<file path="config.mk">
export PLATFORM = sky130hd
export DESIGN_NAME = multi_cycle_divider
export DESIGN_NICKNAME = d
export VERILOG_FILES = /design/src/rtl/multi_cycle_divider.sv
export SDC_FILE = /design/constraint.sdc
export NUM_CORES = 1
export LEC_CHECK = 0
export ABC_CLOCK_PERIOD_IN_PS = 2700
export CORE_ASPECT_RATIO = 1.2
export CORE_MARGIN = 1
export CORE_UTILIZATION = 50
export DETAILED_ROUTE_END_ITERATION = 7
export GPL_TIMING_DRIVEN = 0
export PLACE_DENSITY_LB_ADDON = 0.3
export SLEW_MARGIN = 15
export SYNTH_ARGS = -nofsm -noshare
export SYNTH_HDL_FRONTEND = slang
export SYNTH_SLANG_ARGS = --single-unit
</file>
<file path="constraint.sdc">
create_clock -name clk -period 2.7 [get_ports clk]
set_input_delay 0.54 -clock clk [delete_from_list [all_inputs] [get_ports clk]]
set_output_delay 0.54 -clock clk [all_outputs]
set_load 0.02 [all_outputs]
</file>
<file path="src/rtl/multi_cycle_divider.sv">
// multi_cycle_divider: iterative radix-2 restoring divider for signed/unsigned DIV/MOD.
// Fixed WIDTH+2 cycle latency from accepted start to the one-cycle done pulse.
module multi_cycle_divider #(
  parameter int WIDTH = 32
) (
  input  logic             clk,
  input  logic             reset_n,
  input  logic [WIDTH-1:0] a,
  input  logic [WIDTH-1:0] b,
  input  logic             signed_op,
  input  logic             start,
  output logic [WIDTH-1:0] quotient,
  output logic [WIDTH-1:0] remainder,
  output logic             busy,
  output logic             done
);
  localparam int CW = $clog2(WIDTH + 1);
  localparam logic [WIDTH-1:0] MIN = {1'b1, {(WIDTH-1){1'b0}}};
  typedef enum logic [1:0] {IDLE, CALC, FIX} state_t;
  state_t            state_q, state_d;
  logic [CW-1:0]     count_q, count_d;
  logic [WIDTH-1:0]  rem_q, rem_d, dvd_q, dvd_d, div_q, div_d, a_q, a_d;
  logic [WIDTH-1:0]  quotient_q, quotient_d, remainder_q, remainder_d;
  logic              neg_q_q, neg_q_d, neg_r_q, neg_r_d, zero_q, zero_d, ovf_q, ovf_d;
  logic              busy_q, busy_d, done_q, done_d;
  logic              accept, a_neg, b_neg, ge;
  logic [WIDTH-1:0]  a_abs, b_abs, q_fix, r_fix;
  logic [WIDTH:0]    shifted, diff;
  assign accept = start & ~busy_q & (state_q == IDLE);
  always_ff @(posedge clk or negedge reset_n) begin
    if (!reset_n) begin
      state_q     <= IDLE;
      count_q     <= '0;
      rem_q       <= '0;
      dvd_q       <= '0;
      div_q       <= '0;
      a_q         <= '0;
      neg_q_q     <= 1'b0;
      neg_r_q     <= 1'b0;
      zero_q      <= 1'b0;
      ovf_q       <= 1'b0;
      quotient_q  <= '0;
      remainder_q <= '0;
      busy_q      <= 1'b0;
      done_q      <= 1'b0;
    end else begin
      state_q     <= state_d;
      count_q     <= count_d;
      rem_q       <= rem_d;
      dvd_q       <= dvd_d;
      div_q       <= div_d;
      a_q         <= a_d;
      neg_q_q     <= neg_q_d;
      neg_r_q     <= neg_r_d;
      zero_q      <= zero_d;
      ovf_q       <= ovf_d;
      quotient_q  <= quotient_d;
      remainder_q <= remainder_d;
      busy_q      <= busy_d;
      done_q      <= done_d;
    end
  end
  always_comb begin
    state_d = (state_q == IDLE) ? (accept ? CALC : IDLE) :
              (state_q == CALC) ? ((count_q == CW'(1)) ? FIX : CALC) : IDLE;
  end
  always_comb begin
    a_neg   = signed_op & a[WIDTH-1];
    b_neg   = signed_op & b[WIDTH-1];
    a_abs   = a_neg ? -a : a;
    b_abs   = b_neg ? -b : b;
    // The quotient bits shift into dvd_q as the dividend bits shift out.
    shifted = {rem_q, dvd_q[WIDTH-1]};
    diff    = shifted - {1'b0, div_q};
    ge      = ~diff[WIDTH];
    q_fix   = zero_q ? '1 : ovf_q ? MIN : neg_q_q ? -dvd_q : dvd_q;
    r_fix   = zero_q ? a_q : ovf_q ? '0 : neg_r_q ? -rem_q : rem_q;
    count_d = accept ? CW'(WIDTH) : (state_q == CALC) ? count_q - CW'(1) : count_q;
    rem_d   = accept ? '0 : (state_q == CALC) ? (ge ? diff[WIDTH-1:0] : shifted[WIDTH-1:0]) : rem_q;
    dvd_d   = accept ? a_abs : (state_q == CALC) ? {dvd_q[WIDTH-2:0], ge} : dvd_q;
    div_d   = accept ? b_abs : div_q;
    a_d     = accept ? a : a_q;
    neg_q_d = accept ? a_neg ^ b_neg : neg_q_q;
    neg_r_d = accept ? a_neg : neg_r_q;
    zero_d  = accept ? (b == '0) : zero_q;
    ovf_d   = accept ? (signed_op & (a == MIN) & (b == '1)) : ovf_q;
    quotient_d  = (state_q == FIX) ? q_fix : quotient_q;
    remainder_d = (state_q == FIX) ? r_fix : remainder_q;
    busy_d  = accept ? 1'b1 : done_q ? 1'b0 : busy_q;
    done_d  = (state_q == FIX);
  end
  assign quotient  = quotient_q;
  assign remainder = remainder_q;
  assign busy      = busy_q;
  assign done      = done_q;
endmodule

</file>
# == Yosys cells after proc, flatten, opt, wreduce, memory -nomap -nowiden ==
# Index checks and enable logic that the tools add are counted.
# classes
addsub,6
multipliers,0
div_mod_pow,0
n_lt_le_gt_ge,0
eq_ne,5
n_shift,0
n_mux,21
bitwise,9
n_reduce_logical,4
# ops
op,n
$mux W32,13
$neg A32 Y32,4
$eq A32 B32 Y1 const B,2
$sub A33 B32 Y33,1
$logic_not A32 Y1,1
$mux W6,2
$and A1 B1 Y1,6
$eq A6 B1 Y1 const B,1
$mux W2,3
$sub A6 B1 Y6 const B,1
$reduce_bool A2 Y1,2
$mux W1,3
$eq A2 B1 Y1 const B,1
$eq A2 B2 Y1 const B,1
$logic_not A2 Y1,1
$not A1 Y1,2
$xor A1 B1 Y1,1
# totals
reg_bits,206
latchBits,0
mem_bits_rw,0
mem_bits_ro,0
inputBits,68
out_inout_bits,66
mem_count,0

# == Depth between registers and ports, before layout ==
# depth
depth_word,5
ltp_mapped,13
mapped_depth_nobuf,12

# == Worst setup path after synthesis ==
# No wires, ideal clock.
# synth_timing
path_type,reg2reg
from,register rem_q[1]
to,register rem_q[31]
setup_ns,0.126
arrival_time_ns,2.656
t_required_ns,2.574
slack_ns,-0.082
stages_incl_launch_ff,11
n_path_buf,0
path_cell_list,dfrtp_1 > ha_1 > nor2b_1 > o31a_1 > o2111a_1 > nand2b_1 > a41oi_1 > o21ai_0 > a21boi_0 > o22ai_1 > a221o_1
# synth_between
elab_chain_cells,4
# synth_lines
element,line,text
"start, declared",22,"logic [WIDTH-1:0] rem_q, rem_d, dvd_q, dvd_d, div_q, div_d, a_q, a_d;"
"start signal, assigned",49,rem_q <= rem_d;
$sub A33 B32 Y33,74,"diff = shifted - {1'b0, div_q};"
$mux W32 (3 in a row),79,rem_d = accept ? '0 : (state_q == CALC) ? (ge ? diff[WIDTH-1:0] : shifted[WIDTH-1:0]) : rem_q;
# Every way passes these cells. The select of a mux whose other input is x is not followed.
# A chain may end at the register's enable or synchronous reset.

# == Worst setup path after layout ==
# layout_timing
from,register dvd_q[31]
to,register rem_q[20]
# layout_between
elab_chain_cells,4
# layout_lines
element,line,text
"start, declared",22,
"start signal, assigned",50,dvd_q <= dvd_d;
$sub A33 B32 Y33,74,
$mux W32 (3 in a row),79,
# Every way passes these cells. The select of a mux whose other input is x is not followed.

==> parameters.txt <==
Parameter                              Value

Synthesis
  Flop and latch count out of synthesis ... 206
  Yosys warning count ... 0
  Async set or reset register ratio after synthesis ... 1.00
  Yosys cell types ... 73
  Mean area per synthesized cell ... 8.24 um^2
  Count of flip-flops with a built-in enable after synthesis ... 0
  Synthesized netlist net count ... 1688
  Cell taking the most area after synthesis ... sky130_fd_sc_hd__dfrtp_1
  Portion of synthesized cell area occupied by the leading cell type ... 0.396
  Post-Synthesis Cell Area ... 0.0130 mm^2
  Biggest area contributors in the synthesized netlist ... sky130_fd_sc_hd__dfrtp_1 40%, sky130_fd_sc_hd__nand2_1 8.3%, sky130_fd_sc_hd__xnor2_1 5.9%
  Number of instances in the synthesized netlist ... 1580
  Sequential-to-total area share from yosys stat ... 0.396
  Most used standard cell by instance count after synthesis ... sky130_fd_sc_hd__nand2_1
  Most used standard cells in the synthesized netlist ... 289 x sky130_fd_sc_hd__nand2_1, 206 x sky130_fd_sc_hd__dfrtp_1, 163 x sky130_fd_sc_hd__nor2_1
  Main synth FF type ... sky130_fd_sc_hd__dfrtp_1

Worst setup path
  Worst reg-to-reg setup slack ... -0.31 ns
  Nature of the critical path endpoint ... flop
  Max FO, Critical Path ... 10
  Number of cells on the critical path ... 13
  Largest incremental delay on the critical path ... 0.40 ns
  R2R Path End ... rem_q[20]
  Worst path bufs/invs ... 3
  Most used cell, CP ... sky130_fd_sc_hd__buf_6
  Type of element launching the critical path ... flop
  Crit Path Category ... flop to flop
  Launch point of the worst path ... dvd_q[31]
  Crit path to ... rem_q[20]
  Cell at the slowest stage of the critical path ... sky130_fd_sc_hd__dfrtp_1
  Data required time at the worst endpoint ... 3.07 ns
  R2R cell count ... 13
  Reg-to-reg startpoint ... dvd_q[31]
  CP arrival ... 3.39 ns
  Critical path's top delay family ... compound AO/OA/AOI/OAI gates
  Worst-path cell chain ... inv_2 -> ha_4 -> fa_2 -> nor2b_4 -> o31a_1 -> o311a_1 -> o31ai_4 -> buf_6 -> a21oi_2 -> o211ai_4 -> buf_6 -> mux2i_1 -> o21ai_0

Cells and area
  Finished layout cell area ... 0.0163 mm^2
  Final core area utilization ... 0.639
  Number of diodes ... 0
  Post-layout net count ... 1873
  Count of non-filler cells in the finished layout ... 2109
  Fraction of layout cells with a size suffix above 1 ... 0.101
  Synth-to-Final Area Change ... 25.4%

Floorplan
  Starting density of the core ... 0.510
  Die outline width ... 149 um
  IO Count ... 134
  Core Rows ... 64
  Std-Cell Core Area ... 0.0255 mm^2
  Die height ... 179 um
  Die Area ... 0.0267 mm^2

Route
  Number of iterations in the first detailed-routing pass ... 7
  DRC viols ... 0
  Aggregate routed wire length ... 40.6 mm
  Number of nets with antenna violations after detailed routing ... 0
  Detailed router's first-iteration violation count ... 830
  Via count ... 12500
  Vias per std cell ... 5.91
  Post-detailed-route wirelength per cell ... 19.3 um

Global route
  Combined global-route utilization of all metal layers ... 0.305
  Number of global-route vias before repair ... 12100
  Largest net degree at the start of global routing ... 107
  Initial antenna violation count ... 0
  First-pass GRT wire length ... 63.1 mm
  Leftover overflow at the end of global routing ... 0

Run status
  Run status ... finished with violations
  Violated checks ... negative setup slack

Place
  Number of buffers inserted by port buffering ... 133
  Placement Cell Area ... 0.0148 mm^2
  Estimated wirelength of the detail-placed design ... 30.3 mm
  Placed insts ... 2044
  Routability-driven placement congestion ratio ... 0.942

Power
  Leakage ... 6.72 nW
  P per Cell Area ... 416 mW/mm^2
  Total power consumption of the routed design ... 0.00679 W
  Max rail drop VDD ... 0.000340 V

Clock tree
  Htree depth ... 1
  CTS root buffer ... sky130_fd_sc_hd__clkbuf_16
  Clock-pin slew on the worst setup and hold paths ... 0.06 ns
  Number of buffers created by CTS ... 23
  Maximum count of clock buffers along a single path ... 3
  Clock latency on the worst-skew pair ... 0.52 ns
  CTS tree ... built
  Sinks on the clock net ... 206
  Number of buffers added to fix hold violations after cts ... 0

Timing
  Worst slew pin tran ... 0.834 ns
  Final critical delay including setup and external delays ... 3.01 ns
  RSZ-0062 raised after global routing ... yes
  Final number of max-transition violations ... 0
  Final worst path period share ... 1.12
  Count of final setup violators ... 37
  Highest Clock Rate ... 0.332 GHz
  Worst relative slew slack ... 0.440
  Maximum clock skew at final layout ... 0.0130 ns
  Hold_ws ... 0.0464 ns
  Hold violation count in the final report ... 0
  Final worst slack ... -0.312 ns

Run
  Number of maximum-capacitance constraint violations ... 0

Min path
  Type of the most critical hold path ... input port to async pin
## worst min path at each step
| stage | startpoint | endpoint | slack (ns) | cells past startpoint |
|---|---|---|---|---|
| global placement | quotient[20] | quotient[20] | 0.45 | 2 |
| finish | reset_n | dvd_q[12] | 0.05 | 1 |
| CTS | reset_n | dvd_q[11] | 0.09 | 1 |
| global route | reset_n | remainder[14] | 0.12 | 1 |
| detailed placement | quotient[21] | quotient[21] | 0.45 | 2 |
| floorplan | reset_n | a_q[0] | 0.24 | 0 |
## placed cells by master, fill, tap and decap left out, types with 34 or more instances in the layout
cell                              instances
sky130_fd_sc_hd__dfrtp_1                191
sky130_fd_sc_hd__clkbuf_1                70
sky130_fd_sc_hd__xnor2_1                 88
sky130_fd_sc_hd__nand2_1                288
sky130_fd_sc_hd__xor2_1                  55
sky130_fd_sc_hd__ha_1                    34
sky130_fd_sc_hd__o21ai_0                118
sky130_fd_sc_hd__clkdlybuf4s50_1        126
sky130_fd_sc_hd__inv_1                   52
sky130_fd_sc_hd__nor2_1                 161
sky130_fd_sc_hd__a21oi_1                 80
sky130_fd_sc_hd__a31oi_1                 34
## flip-flops by register name, indices dropped and copies added, names as in the netlist
| signal | flops |
|---|---|
| a_q | 32 |
| div_q | 32 |
| dvd_q | 32 |
| quotient | 32 |
| rem_q | 32 |
| remainder | 32 |
| count_q | 6 |
| state_q | 2 |
| busy | 1 |
| done | 1 |
| neg_q_q | 1 |
| neg_r_q | 1 |
| ovf_q | 1 |
| zero_q | 1 |
## through the flow
step	setup slack [ns]	setup TNS (ns)
2_1_floorplan	-0.00547	-0.00547
3_3_place_gp	-7.40	-1571.08
3_5_place_dp	-1.13	-53.36
4_1_cts	-0.312	-8.43
5_1_grt	-0.401	-11.90
6_report	-0.312	-8.38
## timing repair
action                     CTS  global route
setup endpoints to repair   68            79
buffers inserted            15            18
pin swaps                   17            28
hold endpoints to repair     0             0
cloned                       1             1
gates resized for setup     71            65
## metal layers
metal	share of wire	vias to the layer above	wire [um]	GRT usage
met1	0.38	5959	15500	0.346
met5	0	-	0	0
met4	0.050	0	2050	0.174
li1	-	5892	-	-
met3	0.055	134	2230	0.0402
met2	0.51	470	20800	0.550
## where the power goes
part	internal, W	total, W	switching, W
Sequential	0.00309	0.00309	0
Clock	0.00203	0.00331	0.00128
Combinational	0.000168	0.000395	0.000227
Total	0.00528	0.00679	0.00151
## final cells by class
type                    instances  area [um^2]
flip-flops and latches        206         5170
inverters                      56          213
repair buffers                169         1670
clock inverters                 7          115
multi-input cells            1227         7710
well taps                     330          413
clock buffers                  32          679
fillers                      2156         9220
plain buffers                  82          350
## cell families after synthesis
group | count (synthesis) | synth area share
adder cells (fa/ha/maj) | 40 | 0.0390
AO/OA/AOI/OAI | 412 | 0.202
buffers and inverters | 147 | 0.0433
AND/OR/NAND/NOR | 616 | 0.211
multiplexers | 16 | 0.0123
flip-flops | 206 | 0.396
XOR/XNOR | 143 | 0.0962
No activity file was read; power rests on OpenSTA's default activity.
